==> src/rtl/dcache_l2_wbuf.sv <==
// Posted write buffer between the L2 data cache memory port and main memory.
// Write-backs are acknowledged on enqueue and drained in FIFO order; reads forward from the buffer.
module dcache_l2_wbuf #(
    parameter int unsigned DEPTH = 4,
    parameter int unsigned PTR_W = 2
) (
    input  logic         clk,
    input  logic         proc_reset_n,
    input  logic         l2_read,
    input  logic         l2_write,
    input  logic [27:0]  l2_addr,
    input  logic [127:0] l2_wdata,
    output logic [127:0] l2_rdata,
    output logic         l2_ready,
    output logic         mem_read,
    output logic         mem_write,
    output logic [27:0]  mem_addr,
    output logic [127:0] mem_wdata,
    input  logic [127:0] mem_rdata,
    input  logic         mem_ready,
    output logic         wbuf_empty
);

    localparam logic [1:0] U_IDLE   = 2'd0;
    localparam logic [1:0] U_ACK    = 2'd1;
    localparam logic [1:0] U_RDMISS = 2'd2;

    localparam logic [1:0] M_IDLE  = 2'd0;
    localparam logic [1:0] M_READ  = 2'd1;
    localparam logic [1:0] M_WRITE = 2'd2;

    logic [1:0]       r_ustate;
    logic [1:0]       r_mstate;
    logic [27:0]      r_ent_addr [DEPTH];
    logic [127:0]     r_ent_data [DEPTH];
    logic [DEPTH-1:0] r_ent_valid;
    logic [PTR_W-1:0] r_wr_ptr;
    logic [PTR_W-1:0] r_rd_ptr;
    logic [PTR_W:0]   r_count;
    logic [127:0]     r_l2_rdata;
    logic [27:0]      r_mem_addr;
    logic [127:0]     r_mem_wdata;

    logic             w_read;
    logic             w_write;
    logic             w_full;
    logic             w_enq;
    logic             w_deq;
    logic             w_hit;
    logic             w_rd_miss;
    logic [PTR_W-1:0] w_hit_idx;
    logic [PTR_W-1:0] w_scan_idx;

    assign w_read    = l2_read & ~l2_write;
    assign w_write   = l2_write & ~l2_read;
    assign w_full    = (r_count == (PTR_W+1)'(DEPTH));
    assign w_enq     = (r_ustate == U_IDLE) && w_write && !w_full;
    assign w_deq     = (r_mstate == M_WRITE) && mem_ready;
    assign w_rd_miss = (r_ustate == U_IDLE) && w_read && !w_hit;

    // Scan oldest to youngest so the last match found is the youngest copy.
    always_comb begin
        w_hit      = 1'b0;
        w_hit_idx  = '0;
        w_scan_idx = '0;
        for (int i = 0; i < DEPTH; i++) begin
            w_scan_idx = r_rd_ptr + PTR_W'(i);
            if (r_ent_valid[w_scan_idx] && (r_ent_addr[w_scan_idx] == l2_addr)) begin
                w_hit     = 1'b1;
                w_hit_idx = w_scan_idx;
            end
        end
    end

    always_ff @(posedge clk) begin
        if (w_enq) begin
            r_ent_addr[r_wr_ptr] <= l2_addr;
            r_ent_data[r_wr_ptr] <= l2_wdata;
        end
    end

    always_ff @(posedge clk) begin
        if (!proc_reset_n) begin
            r_ent_valid <= '0;
            r_wr_ptr    <= '0;
            r_rd_ptr    <= '0;
            r_count     <= '0;
        end else begin
            if (w_deq) begin
                r_ent_valid[r_rd_ptr] <= 1'b0;
                r_rd_ptr              <= r_rd_ptr + PTR_W'(1);
            end
            if (w_enq) begin
                r_ent_valid[r_wr_ptr] <= 1'b1;
                r_wr_ptr              <= r_wr_ptr + PTR_W'(1);
            end
            if (w_enq && !w_deq) begin
                r_count <= r_count + (PTR_W+1)'(1);
            end else if (!w_enq && w_deq) begin
                r_count <= r_count - (PTR_W+1)'(1);
            end
        end
    end

    always_ff @(posedge clk) begin
        if (!proc_reset_n) begin
            r_ustate   <= U_IDLE;
            r_l2_rdata <= '0;
        end else begin
            case (r_ustate)
                U_IDLE: begin
                    if (w_enq) begin
                        r_ustate <= U_ACK;
                    end else if (w_read && w_hit) begin
                        r_l2_rdata <= r_ent_data[w_hit_idx];
                        r_ustate   <= U_ACK;
                    end else if (w_read) begin
                        r_ustate <= U_RDMISS;
                    end
                end
                U_ACK: r_ustate <= U_IDLE;
                U_RDMISS: begin
                    if ((r_mstate == M_READ) && mem_ready) begin
                        r_l2_rdata <= mem_rdata;
                        r_ustate   <= U_ACK;
                    end
                end
                default: r_ustate <= U_IDLE;
            endcase
        end
    end

    // Drains are held off while a refill read may be arriving, so it reaches memory first.
    always_ff @(posedge clk) begin
        if (!proc_reset_n) begin
            r_mstate    <= M_IDLE;
            r_mem_addr  <= '0;
            r_mem_wdata <= '0;
        end else begin
            case (r_mstate)
                M_IDLE: begin
                    if (r_ustate == U_RDMISS) begin
                        r_mstate   <= M_READ;
                        r_mem_addr <= l2_addr;
                    end else if ((r_count != '0) && (r_ustate != U_ACK) && !w_rd_miss) begin
                        r_mstate    <= M_WRITE;
                        r_mem_addr  <= r_ent_addr[r_rd_ptr];
                        r_mem_wdata <= r_ent_data[r_rd_ptr];
                    end
                end
                M_READ, M_WRITE: begin
                    if (mem_ready) begin
                        r_mstate <= M_IDLE;
                    end
                end
                default: r_mstate <= M_IDLE;
            endcase
        end
    end

    assign l2_rdata   = r_l2_rdata;
    assign l2_ready   = (r_ustate == U_ACK);
    assign mem_read   = (r_mstate == M_READ);
    assign mem_write  = (r_mstate == M_WRITE);
    assign mem_addr   = r_mem_addr;
    assign mem_wdata  = r_mem_wdata;
    assign wbuf_empty = (r_count == '0) && (r_mstate == M_IDLE);

endmodule

==> config.mk <==
export PLATFORM = sky130hd
export DESIGN_NAME = dcache_l2_wbuf
export DESIGN_NICKNAME = d
export VERILOG_FILES = /design/src/rtl/dcache_l2_wbuf.sv
export SDC_FILE = /design/constraint.sdc
export NUM_CORES = 2
export LEC_CHECK = 0
export CORE_MARGIN = 4
export CORE_UTILIZATION = 45
export DETAILED_ROUTE_END_ITERATION = 6
export GPL_TIMING_DRIVEN = 0
export PLACE_DENSITY_LB_ADDON = 0.12
export SLEW_MARGIN = 20
export SYNTH_ARGS = -nofsm -noshare
export SYNTH_HDL_FRONTEND = slang
export SYNTH_SLANG_ARGS = --single-unit
export TNS_END_PERCENT = 5
==> constraint.sdc <==
create_clock -name clk -period 6.4 [get_ports clk]
set_clock_uncertainty 0.15 [all_clocks]
set_input_delay 0.64 -clock clk [delete_from_list [all_inputs] [get_ports clk]]
set_output_delay 0.64 -clock clk [all_outputs]
set_load 0.02 [all_outputs]
# Yosys cells after proc, flatten, opt, wreduce, memory -nomap -nowiden
# Memories as Yosys holds them, arrays and structs flattened. A register that Yosys moved wholly into a read port is not among the register bits.
# Index checks and enable logic that the tools add are counted.
dict set report op_classes {
  n_eq_ne 16
  bitwise_logic 8
  reduce_logical 37
  magnitude_cmp 7
  mux 44
  add_sub_neg 6
}
# cell count
set ops {}
lappend ops {{128-bit two-way mux} 3}
lappend ops {{128-bit one-hot mux with 2 select lines} 1}
lappend ops {{28-bit equality test} 4}
lappend ops {{28-bit two-way mux} 2}
lappend ops {{2-bit two-way mux} 13}
lappend ops {{1-bit logical AND} 18}
lappend ops {{2-bit by 3-bit < comparator with 1-bit output (second input constant)} 5}
lappend ops {{1-bit two-way mux} 12}
lappend ops {{4-bit two-way mux} 3}
lappend ops {{1-bit binary-select mux with 2-bit select} 4}
lappend ops {{2-bit one-hot mux with 2 select lines} 2}
lappend ops {{1-bit zero test} 6}
lappend ops {{3-bit two-way mux} 2}
lappend ops {{2-bit inequality test (second input constant)} 3}
lappend ops {{2-bit AND reduction} 3}
lappend ops {{2-bit nonzero test} 3}
lappend ops {{2-bit by 1-bit adder with 2-bit output (second input constant)} 2}
lappend ops {{2-bit adder (second input constant)} 2}
lappend ops {{4-bit bitwise AND} 1}
lappend ops {{1-bit demux with 2-bit select} 2}
lappend ops {{2-bit by 1-bit equality test with 1-bit output (second input constant)} 2}
lappend ops {{2-bit equality test (second input constant)} 2}
lappend ops {{2-bit by 1-bit >= comparator with 1-bit output (second input constant)} 2}
lappend ops {{2-bit zero test} 2}
lappend ops {{15 further kinds} 19}
dict set report word_totals {
  wordCells 128
  ramBits 624
  reg_bits 171
  n_memories 2
  inputBits 289
  out_inout_bits 288
}
# name depth width read_ports rd_clocked_by_memory_dff write_ports line
set memory_table {}
lappend memory_table {r_ent_data 4 128 2 1 1 35} ;# logic [127:0] r_ent_data [DEPTH];
lappend memory_table {r_ent_addr 4 28 4 1 1 34} ;# logic [27:0] r_ent_addr [DEPTH];

# Depth between registers and ports, before layout
dict set report depth {
  word_depth 14
  depth_mapped 27
  ltp_nobuf 12
}

# Least setup slack after synthesis
# Ideal clock, no wire load.
dict set report synth_timing {
  kind {in2reg}
  startpoint {input port l2_read}
  endpoint {memory r_ent_addr[1][0], enable pin}
  arrival_time_ns 5.326
  setup_ns 0.535
  n_path_buf 0
  path_slack_ns 0.389
  cell_stages 3
  required_ns 5.715
  path_cell_list {or4b_2 > a21oi_1 > and2_1}
}
dict set report synth_between {
  elab_chain_len 6
}
# element line
set synth_lines {}
lappend synth_lines {{start, declared} 9} ;# input logic l2_read,
lappend synth_lines {{1-bit inverter} 55} ;# assign w_write = l2_write & ~l2_read;
lappend synth_lines {{1-bit bitwise AND} 55}
lappend synth_lines {{1-bit logical AND (2 in series)} 57} ;# assign w_enq = (r_ustate == U_IDLE) && w_write && !w_full;
lappend synth_lines {{via w_enq} 47} ;# logic w_enq;
lappend synth_lines {{1-bit two-way mux} 76} ;# if (w_enq) begin
lappend synth_lines {{1-bit two-way mux (not written as such)} 77} ;# r_ent_addr[r_wr_ptr] <= l2_addr;
lappend synth_lines {{end, declared} 34}
# The timed path passes the listed nets, and every way through them passes these cells.

# Final worst setup path
dict set report layout_timing {
  startpoint {register r_rd_ptr[1]}
  endpoint {register r_l2_rdata[93], in the netlist l2_rdata[93]}
}
dict set report layout_between {
  elab_chain_len 11
  elab_cells_between_ends 34
  cone_classes {add/sub (3); eq/ne (4); mux (19); reduce/logical (6); memory (2)}
}
# element line
set layout_lines {}
lappend layout_lines {{start, declared} 38} ;# logic [PTR_W-1:0] r_rd_ptr;
lappend layout_lines {{start signal, assigned} 91} ;# r_rd_ptr <= r_rd_ptr + PTR_W'(1);
lappend layout_lines {{2-bit by 1-bit adder with 2-bit output or 1-bit binary-select mux with 2-bit select (tied branches)} {67, 68}}
lappend layout_lines {{memory 4 x 28 bit (tied with other cells)} -}
lappend layout_lines {{28-bit equality test (tied with other cells)} 68} ;# if (r_ent_valid[w_scan_idx] && (r_ent_addr[w_scan_idx] == l2_addr)) begin
lappend layout_lines {{1-bit logical AND or 2-bit two-way mux (tied branches)} 68}
lappend layout_lines {{2-bit two-way mux (3 in series)} 68}
lappend layout_lines {{memory 4 x 128 bit} -}
lappend layout_lines {{128-bit two-way mux} 114} ;# end else if (w_read && w_hit) begin
lappend layout_lines {{128-bit two-way mux} 112} ;# if (w_enq) begin
lappend layout_lines {{128-bit one-hot mux with 2 select lines} 110} ;# case (r_ustate)
lappend layout_lines {{end signal, assigned} 115} ;# r_l2_rdata <= r_ent_data[w_hit_idx];
lappend layout_lines {{end signal, assigned} 124} ;# r_l2_rdata <= mem_rdata;
lappend layout_lines {{end, declared} 40} ;# logic [127:0] r_l2_rdata;
# Several ways; a longest one is shown, not always the timed one. The select of a mux whose other input is x is not followed.
# A chain may end at the register's enable or synchronous reset.

==> results by group <==
Worst hold path
  – Min-delay worst type: flop to flop
  – Min-delay src: mem_wdata[57]
  – Hold Path Cell Cnt: 2
  – Hold path endpoint: mem_wdata[57]

Timing
  – Setup-failing EPs final: 1
  – Fmax: 155 MHz
  – Slew HR: 13.5%
  – Fin crit share: 101%
  – Tmin final: 6.46 ns
  – Worst setup margin: -0.0550 ns
  – Slew Limit Fails: 0
  – Endpoints failing hold: 0
  – Hold WS: 0.304 ns
  – Unrepaired setup endpoints after global routing: true
  – Worst Max-Slew Pin Slew: 1.30 ns

Synthesis
  – Post-synthesis register bit count: 925
  – Syn. warnings: 0
  – Top FF cell, synth: edfxtp_1
  – Register area share after synthesis: 48.2%
  – Post-synth EDFFs: 624
  – Cell taking the most area after synthesis: edfxtp_1
  – Synth top area cells: edfxtp_1 (36%), dfxtp_1 (12%), mux4_2 (8.9%)
  – Synth Instances: 4741
  – Post-Syn Area per Cell: 10.8 um2
  – Netlist Area Pre-Place: 0.0514 mm2
  – Post-synth top area share: 36.5%
  – Synthesized net count: 5043
  – Distinct cells, synth: 73
  – Ys async rst share: 0%

Layout
  – Final instance area: 0.0639 mm2
  – Layout fillers: 9870
  – Most frequent cells in the layout: edfxtp_1 (624), clkdlybuf4s50_1 (575), o21ai_0 (395)
  – Layout Utilization: 56.5%
  – Share of post-route cells with drive strength above 1: 11.4%
  – Layout Nets: 5761
  – Most common cell after layout, fill and taps aside: edfxtp_1
  – Area growth from synthesis to layout: 24.3%

Status
  – Violated checks: setup timing
  – Status: finished, violations left

CTS
  – Clock buffer depth: 3
  – CTS Buf Count: 103
  – Worst-skew pair later-pin latency: 0.72 ns
  – Clk pin slew, worst setup/hold paths: 0.06 ns
  – CTS H-Tree Depth: 3
  – CTS tree: built
  – Clk root buf: clkbuf_16
  – CTS Sinks: 925

Critical path
  – R2r startpoint: r_rd_ptr[1]
  – Max incr delay on CP: 0.70 ns
  – CP Capture Type: flop
  – Crit Reg-Reg Endpoint: l2_rdata[93]
  – CP max stage cell: clkbuf_1
  – Crit path required time: 6.88 ns
  – CP Launch Type: flop
  – R2r setup slk: -0.06 ns
  – Worst-path cell chain: clkbuf_2 > buf_2 > buf_2 > clkbuf_2 > mux4_2 > xnor2_1 > nand4_1 > nor3_4 > buf_4 > buf_4 > nand4_1 > buf_4 > nand4_1 > clkbuf_2 > clkbuf_1 > o32ai_1 > nand2_1 > nand4_1 > a31oi_1
  – Setup CP Type: flop to flop
  – CP dominant cell by count: nand4_1
  – Worst Reg-to-Reg Cells: 19
  – Data arrival, critical path: 6.93 ns
  – CP Max Fanout: 10

Run
  – Maximum capacitance violations: 0

Die
  – IO Pins: 577
  – Total core area: 0.113 mm2
  – Starting Density: 45.5%
  – Die outline height: 346 um
  – Die W: 346 um
  – Row cnt: 123
  – Die Footprint: 0.120 mm2

Power and ir drop
  – Power per cell area: 333 mW/mm2
  – VDD IR-drop max: 0.217 mV
  – Leak: 20.1 nW

Detailed routing
  – Vias: 49200
  – Total Wirelength: 237000 um
  – Post-route DRC violation count: 0
  – Mean number of vias per cell: 6.94
  – DR pass1 iterations: 6
  – Wire length per cell: 33.4 um
  – 1st-iter DRT viols: 8164
  – DRT antenna net count: 0

Placement
  – HPWL Detailed: 171000 um
  – Input/output buffers: 575
  – Worst slack at placement: -4.43 ns
  – Final RePlAce weighted congestion: 0.990
  – Area after DPL: 0.0596 mm2

Global route
  – Vias in the first global route: 46400
  – Total gr overflow: 0
  – Tot GR Track Use: 37.6%
  – First-pass GRT wire length: 333000 um
  – Largest net degree at the start of global routing: 42
  – Initial antenna violation count: 43
flip-flops by register name, indices dropped and copies added (netlist names), named ones only:
name	flops
r_ent_valid	4
r_mstate	2
r_ustate	2
r_wr_ptr	2
mem_wdata	128
r_count	3
r_ent_data	512
r_rd_ptr	2
l2_rdata	128
mem_addr	28
r_ent_addr	112
critical path, delay by kind of cell (launching register included):
family | cells | cell delay [ns]
xor gates and xnor gates | 1 | 0.41
DFF | 1 | 0.45
muxes | 1 | 0.39
AOI/OAI and AO/OA | 2 | 0.46
buffers and inverters | 9 | 3.32
and+or+nand+nor | 6 | 1.17
where the power goes:
part	switching [mW]	leakage, nW	total [mW]	internal [mW]
combinational	4.62	10.2	7.33	2.71
clock	2.61	1.74	6.29	3.68
sequential	0.511	8.09	7.63	7.12
total	7.74	20.1	21.3	13.5
synth_stat cells (56+ instances only):
library cell    n
edfxtp_1      624
clkbuf_1      422
o21ai_0       396
mux2i_1       362
nand2_1       309
nor2_1        302
dfxtp_1       301
o221ai_1      232
a21oi_1       202
mux4_2        202
nand3_1       152
a31oi_1       144
nand4_1       142
o32ai_1        94
a211oi_1       73
xnor2_1        70
nor2b_1        64
a221o_1        63
a211o_1        57
nor4_1         56
metrics by stage:
step	TNS, ns	cells	power (mW)
3_5_place_dp	-1156.90	6838	14.7
4_1_cts	-0.00529	7044	21.0
3_3_place_gp	-4030.82	6816	14.7
5_1_grt	-0.0534	7070	21.9
2_1_floorplan	0	4741	11.6
6_report	-0.0550	7085	21.3
layer usage:
metal	wire length, um	up-vias	track usage (%)
met5	161	-	0
met4	12900	22	18.9
met3	32200	669	12.1
met2	104000	3977	56.7
met1	87100	24200	48.9
li1	-	20300	-
worst max path at each step:
stage	slack [ns]	end	startpoint
after floorplan	0.39	r_ent_addr[1][0]	l2_read
after global placement	-5.86	l2_rdata[16]	r_rd_ptr[0]
after detailed placement	-4.43	l2_rdata[16]	r_rd_ptr[0]
after CTS	-0.002	mem_wdata[76]	r_rd_ptr[0]
after global routing	-0.03	l2_rdata[93]	r_rd_ptr[0]
final	-0.06	l2_rdata[93]	r_rd_ptr[1]
cell families after synthesis:
kind of cell	share of synthesized area, %
and+or+nand+nor	10.4
muxes	16.0
AOI/OAI and AO/OA	18.9
xor gates and xnor gates	1.60
buffers and inverters	4.49
adders and majority gates	0.331
DFF	48.2
area by class of cell:
cell class | count | area (um2) | area share (%)
Sequential cell | 925 | 24800 | 38.8
Multi-Input combinational cell | 3237 | 24500 | 38.3
Timing Repair Buffer | 617 | 6430 | 10.1
Clock buffer | 146 | 3020 | 4.73
Buffer | 527 | 2490 | 3.91
Tap cell | 1500 | 1880 | 2.94
Clock inverter | 50 | 512 | 0.801
Inverter | 48 | 183 | 0.286
Antenna cell | 35 | 87.6 | 0.137
timing repair:
action	4_1_cts	5_1_grt
setup buffers	13	7
pin swaps	9	9
hold buffers	0	0
endpoints found under the setup margin	290	253
resized for setup	150	97
Power figures use the tool's default switching activity.
